**src/rtl/ext_int_sequencer_if.sv**
```systemverilog
// Level request / retire-acknowledge pair between the external interrupt
// controller (master) and the core-side entry sequencer (slave).
interface ext_int_sequencer_if;
  logic ext_int_trigger;
  logic ext_int_handled;

  modport master (
    output ext_int_trigger,
    input  ext_int_handled
  );

  modport slave (
    input  ext_int_trigger,
    output ext_int_handled
  );
endinterface

```
**src/rtl/ext_int_sequencer.sv**
```systemverilog
// Core-side external interrupt entry sequencer.
// It takes the interrupt only at an instruction-retire boundary while mie=1.
// On entry it saves mepc, clears mie, and redirects fetch to the trap vector.
// The mret path restores mie from mpie.
//
// state   | meaning
// --------+-----------------------------------------------------------
// IDLE    | no request being serviced; mret / mie writes applied here
// PENDING | request seen with mie=1, waiting for the next retire
// ENTER   | one-cycle fetch redirect + handled pulse, core is flushing
module ext_int_sequencer #(
  parameter int XLEN = 32
) (
  input  logic                clk,
  input  logic                rst,
  ext_int_sequencer_if.slave  irq,
  input  logic                mie_wr,
  input  logic                mie_wdata,
  output logic                mie,
  output logic                mpie,
  input  logic [XLEN-1:0]     mtvec,
  input  logic                retire,
  input  logic [XLEN-1:0]     retire_next_pc,
  input  logic                mret,
  output logic                trap_redirect,
  output logic [XLEN-1:0]     trap_pc,
  output logic [XLEN-1:0]     mepc
);

  typedef enum logic [1:0] {
    IDLE    = 2'd0,
    PENDING = 2'd1,
    ENTER   = 2'd2
  } state_t;

  state_t state;

  // The vector is word aligned, so the low two bits of mtvec are never used.
  logic unused_mtvec_lsbs;
  assign unused_mtvec_lsbs = ^mtvec[1:0];

  // The handled pulse and the redirect come from the same register.
  assign irq.ext_int_handled = trap_redirect;

  // The sequencer FSM updates the CSR state and the registered outputs together.
  always_ff @(posedge clk) begin
    if (rst) begin
      state         <= IDLE;
      mie           <= 1'b0;
      mpie          <= 1'b0;
      mepc          <= '0;
      trap_pc       <= '0;
      trap_redirect <= 1'b0;
    end else begin
      trap_redirect <= 1'b0;
      case (state)
        IDLE: begin
          // mret first, then a software write to mie takes priority over it.
          if (retire && mret) begin
            mie  <= mpie;
            mpie <= 1'b1;
          end
          if (mie_wr) begin
            mie <= mie_wdata;
          end
          if (irq.ext_int_trigger && mie) begin
            state <= PENDING;
          end
        end

        PENDING: begin
          if (retire) begin
            // A retiring mret completes before the entry, so the enable saved
            // into mpie is the one that mret would have restored.
            state         <= ENTER;
            mepc          <= retire_next_pc;
            trap_pc       <= {mtvec[XLEN-1:2], 2'b00};
            mie           <= 1'b0;
            mpie          <= mret ? mpie : mie;
            trap_redirect <= 1'b1;
          end else begin
            if (mie_wr) begin
              mie <= mie_wdata;
            end
            if (!irq.ext_int_trigger || (mie_wr && !mie_wdata)) begin
              state <= IDLE;
            end
          end
        end

        ENTER: begin
          state <= IDLE;
        end

        default: begin
          state <= IDLE;
        end
      endcase
    end
  end

endmodule

```
**src/flat_wrapper.sv**
```systemverilog
// flat-port wrapper written by rule: the top's interface ports become plain ports
module ext_int_sequencer_flat 
#(
  parameter int XLEN = 32
)
  (clk, rst, mie_wr, mie_wdata, mie, mpie, mtvec, retire, retire_next_pc, mret, trap_redirect, trap_pc, mepc, irq_ext_int_trigger, irq_ext_int_handled);
  ext_int_sequencer_if irq_i ();
  input  logic clk;
  input  logic rst;
  input  logic mie_wr;
  input  logic mie_wdata;
  output logic mie;
  output logic mpie;
  input  logic [XLEN-1:0] mtvec;
  input  logic retire;
  input  logic [XLEN-1:0] retire_next_pc;
  input  logic mret;
  output logic trap_redirect;
  output logic [XLEN-1:0] trap_pc;
  output logic [XLEN-1:0] mepc;
  input wire logic [$bits(irq_i.ext_int_trigger)-1:0] irq_ext_int_trigger;
  output wire logic [$bits(irq_i.ext_int_handled)-1:0] irq_ext_int_handled;
  assign irq_i.ext_int_trigger = irq_ext_int_trigger;
  assign irq_ext_int_handled = irq_i.ext_int_handled;
  ext_int_sequencer #(.XLEN(XLEN)) u_core (.clk(clk), .rst(rst), .irq(irq_i), .mie_wr(mie_wr), .mie_wdata(mie_wdata), .mie(mie), .mpie(mpie), .mtvec(mtvec), .retire(retire), .retire_next_pc(retire_next_pc), .mret(mret), .trap_redirect(trap_redirect), .trap_pc(trap_pc), .mepc(mepc));
endmodule
```
**config.mk**
```make
export PLATFORM = sky130hd
export DESIGN_NAME = ext_int_sequencer_flat
export DESIGN_NICKNAME = d
export VERILOG_FILES = /design/src/rtl/ext_int_sequencer_if.sv /design/src/rtl/ext_int_sequencer.sv /design/src/flat_wrapper.sv
export SDC_FILE = /design/constraint.sdc
export NUM_CORES = 1
export LEC_CHECK = 0
export ABC_AREA = 1
export BUFFER_PORTS_ARGS = -buffer_cell sky130_fd_sc_hd__buf_4
export CAP_MARGIN = 10
export CORE_MARGIN = 2
export CORE_UTILIZATION = 39
export CTS_CLUSTER_DIAMETER = 50
export DETAILED_ROUTE_END_ITERATION = 7
export PLACE_DENSITY_LB_ADDON = 0.05
export SETUP_SLACK_MARGIN = 0.4
export SYNTH_ARGS = -nofsm -noshare
export SYNTH_HDL_FRONTEND = slang
export SYNTH_SLANG_ARGS = --single-unit
export TNS_END_PERCENT = 5
```
**constraint.sdc**
```tcl
create_clock -name clk -period 1.1 [get_ports clk]
set_clock_uncertainty 0.15 [all_clocks]
set_input_delay 0 -clock clk [delete_from_list [all_inputs] [get_ports clk]]
set_output_delay 0 -clock clk [all_outputs]
set_load 0.05 [all_outputs]
```
==> impl_table.tex <==
\begin{tabular}{lr}
\hline
Metric & Value \\
\hline
\multicolumn{2}{l}{\textbf{Run status}} \\
\quad Outcome & finished, violations left \\
\quad Failing checks & hold timing, setup timing \\
\multicolumn{2}{l}{\textbf{Global routing}} \\
\quad Pin count of the biggest net entering global routing & 38 \\
\quad Met2 Track Usage GR & 0.290 \\
\quad Met3 global-route usage & 0.0831 \\
\quad Antenna violations before repair & 0 \\
\quad Wire length of the first global-routing pass & 10.0 mm \\
\quad Met1 usage & 0.197 \\
\quad Total global routing overflow & 0 \\
\quad Number of global-route vias before repair & 2229 \\
\quad Routing layer with the top usage in global route & met2 \\
\quad Total global routing track utilization & 0.177 \\
\multicolumn{2}{l}{\textbf{Final layout}} \\
\quad Synthesis-to-layout area growth & 82.1\% \\
\quad Total number of nets in the final design & 526 \\
\quad Ant diodes & 0 \\
\quad Share of final-layout standard cells stronger than drive strength 1 & 0.511 \\
\quad Post-layout instance area & 4540 µm² \\
\quad Cell Count, Final, Fillers Out & 535 \\
\multicolumn{2}{l}{\textbf{Critical path}} \\
\quad Worst-path maximum fanout & 14 \\
\quad Capture instance of the worst register-to-register path & u\_core.mepc[15] \\
\quad Delay of the slowest cell on the worst path & about 0.43 ns \\
\quad Critical path class & flip-flop to flip-flop \\
\quad Family with the most delay on the worst path & flip-flops \\
\quad Beginning of the worst register-to-register path & u\_core.state[0] \\
\quad Kind of end point of the critical path & flip-flop \\
\quad Data required, critical path & around 1.2 ns \\
\quad Critical Path Source Type & flip-flop \\
\quad Reg2reg path depth & 4 \\
\quad Cell with the largest stage delay on the worst path & dfxtp\_4 \\
\quad Arrival time at the worst endpoint & 1.31 ns \\
\quad Count of buffer and inverter cells on the critical path & 1 \\
\quad Setup slack of the most critical reg-to-reg path & -0.13 ns \\
\quad Cells along the critical path & nand3\_4, buf\_6, o21ai\_0, a21oi\_1 \\
\multicolumn{2}{l}{\textbf{Die}} \\
\quad Placeable Area & 6280 µm² \\
\quad Std-Cell Rows & 29 \\
\quad Top-level I/O count & 139 \\
\quad Die X-Extent & 83.9 µm \\
\quad Vert. Die Dim & approximately 84 µm \\
\quad Die outline area & 7040 µm² \\
\quad Starting density of the core & 0.397 \\
\multicolumn{2}{l}{\textbf{Logic synthesis}} \\
\quad Post-synthesis xor/xnor area fraction & 0 \\
\quad Library cells used by synthesis & 16 \\
\quad Synthesized netlist cell count & between 300 and 400 \\
\quad Number of storage elements in the synthesis netlist & 67 \\
\quad Synth Area in Simple Gates & 0.0492 \\
\quad Most frequent cells after synthesis & 67 x dfxtp\_1, 66 x inv\_1, 63 x a21oi\_1, 54 x o21ai\_0, 15 x nand2\_1 \\
\quad Part of the Yosys area used for sequential elements & 0.538 \\
\quad Commonest register cell after synthesis & dfxtp\_1 \\
\quad Adder and majority gate portion of the synthesized area & 0 \\
\quad Post-synth top area share & 0.538 \\
\quad Post-synthesis mux area share & 0 \\
\quad Yosys top cell by area & dfxtp\_1 \\
\quad Warnings from Yosys & 0 \\
\quad Combined area of all synthesized cells & roughly 2500 µm² \\
\quad Fraction of registers with async set or reset after synthesis & 0 \\
\quad Top area cells in the synthesized netlist & dfxtp\_1 54\%, a21oi\_1 13\%, o21ai\_0 11\%, inv\_1 9.9\%, buf\_6 2.3\% \\
\quad Most frequently used cell type in the post-synthesis netlist & dfxtp\_1 \\
\quad Post-synth EDFFs & 0 \\
\quad Largest family of logic cells by synthesized area & compound AO/OA/AOI/OAI gates \\
\quad Area fraction in compound gates after synthesis & 0.253 \\
\quad Average cell area after synthesis & 7.98 µm² \\
\multicolumn{2}{l}{\textbf{Placed design}} \\
\quad Post-placement cell area & 3590 µm² \\
\quad Number of placed instances, taps included & 510 \\
\quad Detailed Place HPWL & 4.18 mm \\
\quad Final weighted congestion in routability-driven placement & approximately 0.76 \\
\quad Port Buffers & 134 \\
\quad Pre-CTS setup slack & -0.143 ns \\
\multicolumn{2}{l}{\textbf{Drt}} \\
\quad DRC violations left & 0 \\
\quad Vias per cell & around 4.7 \\
\quad Starting DRC count in detailed routing & 63 \\
\quad Detailed-router iteration count before antenna repair & 4 \\
\quad Via total after detailed routing & 2504 \\
\quad Antenna-violating nets left & 0 \\
\quad Final routed wire length divided by cell count & around 13 µm \\
\quad Wire length after detailed routing & 7.05 mm \\
\multicolumn{2}{l}{\textbf{Job}} \\
\quad Max cap viols & 0 \\
\multicolumn{2}{l}{\textbf{Timing}} \\
\quad Total setup violations reported at the end of the flow & 65 \\
\quad Final Cycle Share & 1.12 \\
\quad Max Fclk & 812 MHz \\
\quad Final period demand of the worst path & 1.23 ns \\
\quad RSZ-0062 raised after global routing & yes \\
\quad Setup slack of the critical path after layout & -0.131 ns \\
\quad Final sum of negative setup slack & -6.22 ns \\
\quad Worst-case hold slack & -0.235 ns \\
\quad Max-slew violations & 0 \\
\quad Final hold viol count & 65 \\
\multicolumn{2}{l}{\textbf{Hold path}} \\
\quad Worst hold path stage count & 3 \\
\quad Min-Delay Endpoint & u\_core.trap\_pc[2] \\
\quad Hold path startpoint & mtvec[2] \\
\quad Kind of path behind the tightest hold check & input port to flip-flop \\
\multicolumn{2}{l}{\textbf{Power and ir drop}} \\
\quad Leakage power & 1.91 nW \\
\quad Power density relative to cell area & about 1200 nW/µm² \\
\quad Worst voltage drop across the vdd grid & 0.964 mV \\
\multicolumn{2}{l}{\textbf{Clock tree}} \\
\quad CTS hold repair buffers & 2 \\
\quad Clock latency at the later pin of the worst-skew pair & 0.33 ns \\
\quad Number of clock buffers inserted by TritonCTS & 9 \\
\quad CTS tree & done \\
\quad Root Buffer & clkbuf\_8 \\
\quad Clock-pin slew reported for the worst setup and hold paths after clock tree synthesis & 0.07 ns \\
\quad Bufs on Longest Clock Path & 2 \\
\quad Count of clock tree sinks & 67 \\
\quad CTS HTree Levels & 3 \\
\hline
\end{tabular}
[flip-flops by register name, summed over array words and instances, names as in the netlist]
signal / cells
u_core.mepc: 32
u_core.trap_pc: 30
u_core.state: 2
u_core.irq.ext_int_handled: 1
u_core.mie: 1
u_core.mpie: 1
[worst max path at each step]
stage | from | end | slack [ns] | cells after the start
after floorplan | u_core.state[1] | u_core.mepc[12] | 0.005 | 5
after global placement | u_core.state[0] | u_core.mepc[15] | -0.10 | 4
after detailed placement | u_core.state[0] | u_core.mepc[13] | -0.14 | 4
after CTS | u_core.state[1] | u_core.trap_pc[22] | -0.14 | 5
after global routing | u_core.state[0] | u_core.mepc[19] | -0.22 | 4
final | u_core.state[0] | u_core.mepc[15] | -0.13 | 4
[area by class of cell]
class / count / area [µm²]
Timing Repair Buffer: 152 / 1610
Clock buffer: 12 / 166
Inverter: 67 / 256
Sequential cell: 67 / 1360
Clock inverter: 2 / 10.0
Multi-Input combinational cell: 158 / 1050
Fill cell: 519 / 1740
Tap cell: 77 / 96.3
[repair_timing]
action / CTS / global route
pin swaps: 2 / 3
endpoints found under the hold margin: 67 / 65
gates cloned: 0 / 9
buffers inserted: 0 / 0
resized for setup: 119 / 77
endpoints found under the setup margin: 133 / 133
[power by group]
group	leakage, nW	internal [mW]	switching [mW]	total (mW)
Combinational	1.27	0.443	0.539	0.982
Sequential	0.545	2.50	0.0552	2.55
Clock	0.0932	0.985	0.864	1.85
[routing by layer]
layer  wire length, µm  share of wire  vias up
li1                  -              -     1274
met2              3430           0.49       85
met4               114          0.016        0
met3               547          0.078       12
met1              2950           0.42     1133
met5                 0              0        -
[worst register-to-register path, delay by kind of cell (launching register included)]
kind                   cells  cell delay, ns
buffers and inverters      1            0.19
AO/OA/AOI/OAI              2            0.19
AND/OR/NAND/NOR            1            0.17
flip-flops                 1            0.43
[stage by stage]
step                      total power, mW  utilization  hold slack (ns)
final                                5.38        0.723           -0.235
after global routing                 5.63        0.723           -0.246
after CTS                            5.32        0.656           -0.236
after detailed placement             3.37        0.573           0.0372
after global placement               3.37        0.573           0.0370
after floorplan                      3.03            -          -0.0776
[layout by cell type (no fill, tap or decap)]
master / netlist / final
a21oi_1: 63 / 55
a21oi_2: 0 / 8
buf_12: 0 / 5
buf_4: 4 / 70
buf_6: 5 / 63
buf_8: 0 / 5
clkbuf_1: 12 / 1
clkbuf_16: 0 / 8
clkbuf_8: 0 / 10
clkinv_2: 0 / 2
clkinv_4: 0 / 1
conb_1: 1 / 2
dfxtp_1: 67 / 62
dfxtp_2: 0 / 2
dfxtp_4: 0 / 3
dlygate4sd3_1: 0 / 2
inv_1: 66 / 66
nand2_1: 15 / 14
nand2_2: 0 / 1
nand3_1: 1 / 1
nand3_4: 1 / 3
nor2_1: 10 / 8
nor2_2: 0 / 2
o21ai_0: 54 / 3
o21ai_1: 9 / 10
o21ai_2: 0 / 47
o21ai_4: 0 / 3
or2_4: 0 / 1
[cell families (layout without fill, tap and decap cells)]
logic type      count (synthesis)  in the layout
compound gates                126            126
buf+inv                        90            233
flops                          67             67
simple gates                   28             30
other cells                     1              2
Note: power is estimated with default switching activity, not from simulation.
